===== src/rtl/pixel_writer.sv =====
// Pixel writer: queues plot requests in a small FIFO and streams them to the VGA adapter,
// or sweeps the whole 160x120 screen with one colour. Optional macro: PIXEL_WRITER_CLIP_EN.
module pixel_writer #(
   parameter int DEPTH = 4
) (
   input  logic       clk,
   input  logic       resetn,
   input  logic       in_valid,
   output logic       in_ready,
   input  logic [7:0] in_x,
   input  logic [6:0] in_y,
   input  logic [2:0] in_colour,
   input  logic       clear_req,
   input  logic [2:0] clear_colour,
   output logic       busy,
   output logic [7:0] vga_x,
   output logic [6:0] vga_y,
   output logic [2:0] vga_colour,
   output logic       vga_plot
);

   localparam int AW = $clog2(DEPTH);
   localparam int DW = 18;
   localparam logic [AW:0] C_DEPTH = (AW+1)'(DEPTH);
   localparam logic [7:0] C_X_MAX = 8'd159;
   localparam logic [6:0] C_Y_MAX = 7'd119;

   typedef enum logic [1:0] {S_IDLE, S_DRAIN, S_CLEAR} state_t;

   state_t          r_state;
   state_t          w_state_next;
   logic [DW-1:0]   r_mem [DEPTH];
   logic [AW-1:0]   r_wr_ptr;
   logic [AW-1:0]   r_rd_ptr;
   logic [AW:0]     r_count;
   logic [AW:0]     w_count_next;
   logic [7:0]      r_clr_x;
   logic [6:0]      r_clr_y;
   logic [2:0]      r_clr_colour;
   logic [7:0]      r_vga_x;
   logic [6:0]      r_vga_y;
   logic [2:0]      r_vga_colour;
   logic            r_vga_plot;

   logic            w_full;
   logic            w_empty;
   logic            w_clear_start;
   logic            w_push;
   logic            w_pop;
   logic            w_clr_last;
   logic            w_head_ok;
   logic [DW-1:0]   w_head;
   logic [7:0]      w_head_x;
   logic [6:0]      w_head_y;
   logic [2:0]      w_head_colour;

   assign w_full        = (r_count == C_DEPTH);
   assign w_empty       = (r_count == '0);
   assign w_clear_start = clear_req && (r_state != S_CLEAR);
   assign in_ready      = !w_full && (r_state != S_CLEAR) && !clear_req;
   assign w_push        = in_valid && in_ready;
   // A pending clear throws the queue away, so the head is not popped in that cycle.
   assign w_pop         = !w_empty && (r_state != S_CLEAR) && !clear_req;
   assign w_clr_last    = (r_clr_x == C_X_MAX) && (r_clr_y == C_Y_MAX);

   assign w_head        = r_mem[r_rd_ptr];
   assign w_head_x      = w_head[17:10];
   assign w_head_y      = w_head[9:3];
   assign w_head_colour = w_head[2:0];

`ifdef PIXEL_WRITER_CLIP_EN
   assign w_head_ok = (w_head_x <= C_X_MAX) && (w_head_y <= C_Y_MAX);
`else
   assign w_head_ok = 1'b1;
`endif

   assign busy       = !w_empty || (r_state == S_CLEAR);
   assign vga_x      = r_vga_x;
   assign vga_y      = r_vga_y;
   assign vga_colour = r_vga_colour;
   assign vga_plot   = r_vga_plot;

   always_comb begin
      w_count_next = r_count;
      if (w_clear_start) begin
         w_count_next = '0;
      end else begin
         case ({w_push, w_pop})
            2'b10:   w_count_next = r_count + 1'b1;
            2'b01:   w_count_next = r_count - 1'b1;
            default: w_count_next = r_count;
         endcase
      end
   end

   always_comb begin
      w_state_next = r_state;
      case (r_state)
         S_IDLE: begin
            if (w_clear_start)
               w_state_next = S_CLEAR;
            else if (w_count_next != '0)
               w_state_next = S_DRAIN;
         end
         S_DRAIN: begin
            if (w_clear_start)
               w_state_next = S_CLEAR;
            else if (w_count_next == '0)
               w_state_next = S_IDLE;
         end
         S_CLEAR: begin
            if (w_clr_last)
               w_state_next = S_IDLE;
         end
         default: w_state_next = S_IDLE;
      endcase
   end

   always_ff @(posedge clk or posedge resetn) begin
      if (resetn)
         r_state <= S_IDLE;
      else
         r_state <= w_state_next;
   end

   // Storage carries no reset: the pointers and count define what is valid.
   always_ff @(posedge clk) begin
      if (w_push)
         r_mem[r_wr_ptr] <= {in_x, in_y, in_colour};
   end

   always_ff @(posedge clk or posedge resetn) begin
      if (resetn) begin
         r_wr_ptr <= '0;
         r_rd_ptr <= '0;
         r_count  <= '0;
      end else if (w_clear_start) begin
         r_wr_ptr <= '0;
         r_rd_ptr <= '0;
         r_count  <= '0;
      end else begin
         if (w_push)
            r_wr_ptr <= r_wr_ptr + 1'b1;
         if (w_pop)
            r_rd_ptr <= r_rd_ptr + 1'b1;
         r_count <= w_count_next;
      end
   end

   always_ff @(posedge clk or posedge resetn) begin
      if (resetn) begin
         r_clr_x      <= '0;
         r_clr_y      <= '0;
         r_clr_colour <= '0;
      end else if (w_clear_start) begin
         r_clr_x      <= '0;
         r_clr_y      <= '0;
         r_clr_colour <= clear_colour;
      end else if (r_state == S_CLEAR) begin
         if (r_clr_x == C_X_MAX) begin
            r_clr_x <= '0;
            r_clr_y <= w_clr_last ? 7'd0 : r_clr_y + 1'b1;
         end else begin
            r_clr_x <= r_clr_x + 1'b1;
         end
      end
   end

   // Coordinates only change when a pixel is actually plotted; otherwise they hold.
   always_ff @(posedge clk or posedge resetn) begin
      if (resetn) begin
         r_vga_x      <= '0;
         r_vga_y      <= '0;
         r_vga_colour <= '0;
         r_vga_plot   <= 1'b0;
      end else begin
         r_vga_plot <= 1'b0;
         if (r_state == S_CLEAR) begin
            r_vga_x      <= r_clr_x;
            r_vga_y      <= r_clr_y;
            r_vga_colour <= r_clr_colour;
            r_vga_plot   <= 1'b1;
         end else if (w_pop && w_head_ok) begin
            r_vga_x      <= w_head_x;
            r_vga_y      <= w_head_y;
            r_vga_colour <= w_head_colour;
            r_vga_plot   <= 1'b1;
         end
      end
   end

endmodule


===== config.mk =====
export PLATFORM = sky130hd
export DESIGN_NAME = pixel_writer
export DESIGN_NICKNAME = d
export VERILOG_FILES = /design/src/rtl/pixel_writer.sv
export SDC_FILE = /design/constraint.sdc
export NUM_CORES = 1
export LEC_CHECK = 0
export CAP_MARGIN = 5
export CORE_MARGIN = 1.5
export CORE_UTILIZATION = 50
export DETAILED_ROUTE_END_ITERATION = 8
export PLACE_DENSITY = 0.77
export SETUP_SLACK_MARGIN = 0.15
export SLEW_MARGIN = 20
export SYNTH_ARGS = -nofsm -noshare
export SYNTH_HDL_FRONTEND = slang
export SYNTH_SLANG_ARGS = --single-unit

===== constraint.sdc =====
create_clock -name clk -period 3.95 [get_ports clk]
set_input_delay 0.79 -clock clk [delete_from_list [all_inputs] [get_ports clk]]
set_output_delay 0.79 -clock clk [all_outputs]
set_load 0.03 [all_outputs]

After elaboration in Yosys (flattened, before gate mapping)
Memory sizes are Yosys's and may differ from the RTL's.
Index checks and enable logic that the tools add are counted.
Word-level totals
  memories kept: 1
  word-level logic and storage cells: 81
  memory bits (writable): 72
  bits in registers: 46
  input bits: 25
  output and inout bits: 21
Memories
  r_mem: words 4, bits a word 18, rd ports 1, clocked after memory_dff 0, wr ports 1, RTL line 32  | logic [DW-1:0] r_mem [DEPTH];
Cells by class
  reduce and logical (&&, ||, !) cells: 22
  equal/unequal tests: 11
  add/subtract/negate cells: 6
  mux-type cells: 30
Operators by type and width (count)
  2-to-1 mux 7 bit: 6
  2-to-1 mux 8 bit: 5
  2-to-1 mux 2 bit: 9
  2-to-1 mux 3 bit: 4
  nonzero test 2 bit: 5
  adder 8 x 1 -> 8 bit (second input constant): 1
  equality test 8 bit (second input constant): 1
  adder 7 x 1 -> 7 bit (second input constant): 1
  equality test 7 bit (second input constant): 1
  logical AND 1 bit: 7
  zero test 3 bit: 2
  inequality test 3 bit (second input constant): 2
  case mux 2 bit (3 select lines): 1
  case mux 3 bit (2 select lines): 1
  adder 2 x 1 -> 2 bit (second input constant): 2
  equality test 2 x 1 -> 1 bit (second input constant): 2
  equality test 2 bit (second input constant): 2
  2-to-1 mux 1 bit: 4
  inequality test 2 bit (second input constant): 2
  adder 3 x 1 -> 3 bit (second input constant): 1
  equality test 3 bit (second input constant): 1
  zero test 1 bit: 3
  AND reduction 3 bit: 1
  nonzero test 3 bit: 1
  4 further kinds: 4

Logic depth before layout (Yosys ltp)
  word-level depth: 12
  mapped depth: 10
  gate-level depth less buffers: 9

Worst setup path before layout
No wires, ideal clock.
  kind: in2reg
  from: input in_valid
  to: register r_state[0]
  arrival: 2.536 ns
  stages on the path: 9
  path buffers: 0
  setup time: 0.101 ns
  data required time: 3.849 ns
  setup slack: 1.313 ns
  cell sequence: inv_1 -> a2111oi_4 -> inv_1 -> ha_1 -> fa_1 -> nor2_1 -> a32oi_1 -> nor2_1 -> nor4_1
Between the ends
  longest elaborated chain between the ends: 7
  elaborated cells between the ends (all ways): 10
  those cells by class: eq/ne: 4; mux: 2; reduce/logical: 4
Ends and longest elaborated chain
  start: declaration: RTL line 8  | input logic in_valid,
  logical AND 1 bit *: RTL line 61  | assign w_push = in_valid && in_ready;
  equality test 2 x 1 -> 1 bit or equality test 2 bit (tied branches): RTL line 88  | case ({w_push, w_pop})
  case mux 3 bit (2 select lines) *: RTL line 88
  2-to-1 mux 3 bit *: RTL line 85  | if (w_clear_start) begin
  zero test 3 bit or nonzero test 3 bit (tied branches): RTL line 108, 102
  inequality test 3 bit (no line)
  AND reduction 3 bit (no line) *
  end signal: assignment: RTL line 123  | r_state <= w_state_next;
  end: declaration: RTL line 30  | state_t r_state;
Mark *: on every way between the ends. The rest lies on a longest branch, timed or not.
A chain may end at the register's enable or synchronous reset.

Final worst setup path
  from: input clear_req
  to: output in_ready
Between the ends
  longest elaborated chain between the ends: 2
Ends and longest elaborated chain
  start: declaration: RTL line 13  | input logic clear_req,
  zero test 1 bit: RTL line 60  | assign in_ready = !w_full && (r_state != S_CLEAR) && !clear_req;
  logical AND 1 bit: RTL line 60
  end: declaration: RTL line 9  | output logic in_ready,
Every way passes these cells.

==> flow_summary.ini <==
[logic_synthesis]
netlist_area_mm2 = 0.00500
ys_types = 44
yosysTopAreaCellShare_pct = 43.3
synth_ff_type = edfxtp_1
synth_cells = 337
synthTopCellsByArea = edfxtp_1, dfrtp_1, mux4_2
seq_area_frac_synth_pct = 66.3
synth_seq_cells = 118
synthTopCellsByCount = edfxtp_1, dfrtp_1, nand2_1, mux2i_1, o21ai_0
synth_largest_area_cell = edfxtp_1
ys_warn_count = 0
synth_edf_count = 72
avgSynthCellArea_um2 = 14.8
syn_nets = 370
synth.most_common_cell = edfxtp_1
synthArstFlopShare_pct = 39.0

[die]
io_pins = 46
die_x_um = 103
initial_core_util_pct = 51.4
dieArea_mm2 = 0.0106
num_rows = 36
die_y_um = 103
coreArea_mm2 = 0.00973

[cells_and_area]
fillers = 745
syn2layout_area_growth_pct = 22.4
layout.nets = 426
num_antenna_cells = 0
drive_gt1_share_pct = 16.3
final_util_pct = 62.9

[worst_setup_path]
cp.required_ps = 3160
path_class = in -> out
critPathMaxFanout = 7
cp.arrival_ps = 2500
start_kind = input pin
end_kind = primary output

[global_route]
gr-total-overflow = 0
grt_max_degree = 47
grtUsageTotal_pct = 21.0
grt_pass1_vias = 3072
antenna_found_initial = 0
grt_pass1_wl_um = 16000

[cts]
holdBufCountCts = 0
clockBufferDepth = 2
htree_levels = 4
insertion_delay_ps = 520
clkTransAtPathRegs_ps = 60
cts_resized = 0
cts_root_buffer = clkbuf_8
cts_tree = built
cts_made_buffers = 17
cts_sinks = 118
postCtsSetupBuffers = 0

[placed_design]
gp_congestion = 0.810
portBuffers = 45
dpl.hpwl_um = 6110

[timing]
slew_violations = 0
fin_crit_ps = 3290
finalHoldViolCount = 0
setup_tns_ps = 0
fin_skew_ps = 7.34
rsz0062_at_grt = false
tightestPinTransition_ps = 879
finalCritPeriodShare_pct = 83.2
max_slew_margin_pct = 41.4
hold_slack_ps = 480
setup_viol = 0
fmax_mhz = 304

[pwr]
p_per_area_mw_per_mm2 = 706
power_w = 0.00432
p_leak_nw = 2.35
ir_worst_vdd_mv = 0.350

[route]
drt_drc_violations_left = 0
drt-vias-per-instance = 5.51
ant_nets = 0
vias = 2970
drt_first_pass_iters = 4
wl_per_cell_um = 18.0
wl_um = 9720
drt_iter0_drc = 182

[flow_run]
maxCapViolCount = 0

[worst_hold_path]
hold_class = reg -> reg

[outcome]
status = completed
-- through the flow --
step	instance area (um2)	instances	setup WS (ps)
2_1_floorplan	5000	337	1310
3_3_place_gp	5560	507	668
3_5_place_dp	5560	507	479
4_1_cts	6110	539	673
5_1_grt	6120	539	593
6_report	6120	539	663
-- worst max-delay path: stages --
cell	delay (ps)
clkdlybuf4s50_1	560
inv_1	200
nand2_1	120
a21oi_1	140
clkdlybuf4s50_1	680
-- metal layers --
layer	global-route usage [%]	part of all wire, %
met2	32.3	50
met3	7.25	4.3
met1	27.8	44
met4	8.11	0.94
met5	0	0
-- placed cells by master (no fill, tap or decap), types with 3 or more instances in the layout --
cell type,instances
edfxtp_1,72
xor2_1,3
nand2_1,45
xnor2_1,6
clkbuf_16,16
o21ai_0,19
inv_1,7
buf_4,6
nor2_1,15
a21oi_1,6
nand3_1,12
clkinv_2,4
o21ai_1,9
mux2i_1,21
clkdlybuf4s50_1,45
clkinv_4,3
and2_1,4
ha_1,7
inv_6,6
dfrtp_1,46
mux4_2,18
-- layout make-up --
cell class | count | area, um2 | share of cell area, %
clock buffers | 17 | 414 | 6.77
clock inverters | 15 | 143 | 2.33
inverters | 8 | 31.3 | 0.511
multi-input cells | 197 | 1550 | 25.4
flip-flops and latches | 118 | 3310 | 54.2
well taps | 133 | 166 | 2.72
repair buffers | 51 | 495 | 8.10
-- cells by family after synthesis --
group                      after synthesis  synth area share, %
and+or+nand+nor                         97                 9.54
DFF                                    118                 66.3
AOI/OAI and AO/OA                       44                 5.43
muxes                                   39                 12.3
xor gates and xnor gates                 9                 1.58
adders and majority gates                8                 2.15
buffers and inverters                   22                 2.70
-- worst paths after layout --
| path | start | to | slack, ps | depth (start not counted) |
|---|---|---|---|---|
| setup / recovery | clear_req | in_ready | 660 | 5 |
| hold / removal | r_clr_colour[0]$_DFFE_PP0P_ | r_clr_colour[0]$_DFFE_PP0P_ | 480 | 2 |
| setup reg to reg | r_count[0]$_DFF_PP0_ | r_state[0]$_DFFE_PP0P_ | 1230 | 9 |
| hold reg to reg | r_clr_colour[0]$_DFFE_PP0P_ | r_clr_colour[0]$_DFFE_PP0P_ | 480 | 2 |
| max in group asynchronous | resetn | vga_y[1]$_DFFE_PP0P_ | 2750 | 2 |
| min in group asynchronous | resetn | r_clr_x[3]$_DFFE_PP0P_ | 710 | 2 |
-- sequential cells by signal, summed over array words and instances, names as in the netlist --
name          cells
r_wr_ptr          2
r_state           2
r_clr_colour      3
r_clr_y           7
vga_plot          1
r_count           3
r_mem            72
vga_y             7
r_clr_x           8
vga_x             8
r_rd_ptr          2
vga_colour        3
-- power by group --
group	switching [W]	internal, W	total [W]
Clock	0.000585	0.000848	0.00143
Combinational	0.000684	0.000526	0.00121
Sequential	0.000178	0.00149	0.00167
(Power assumes the default switching activity.)
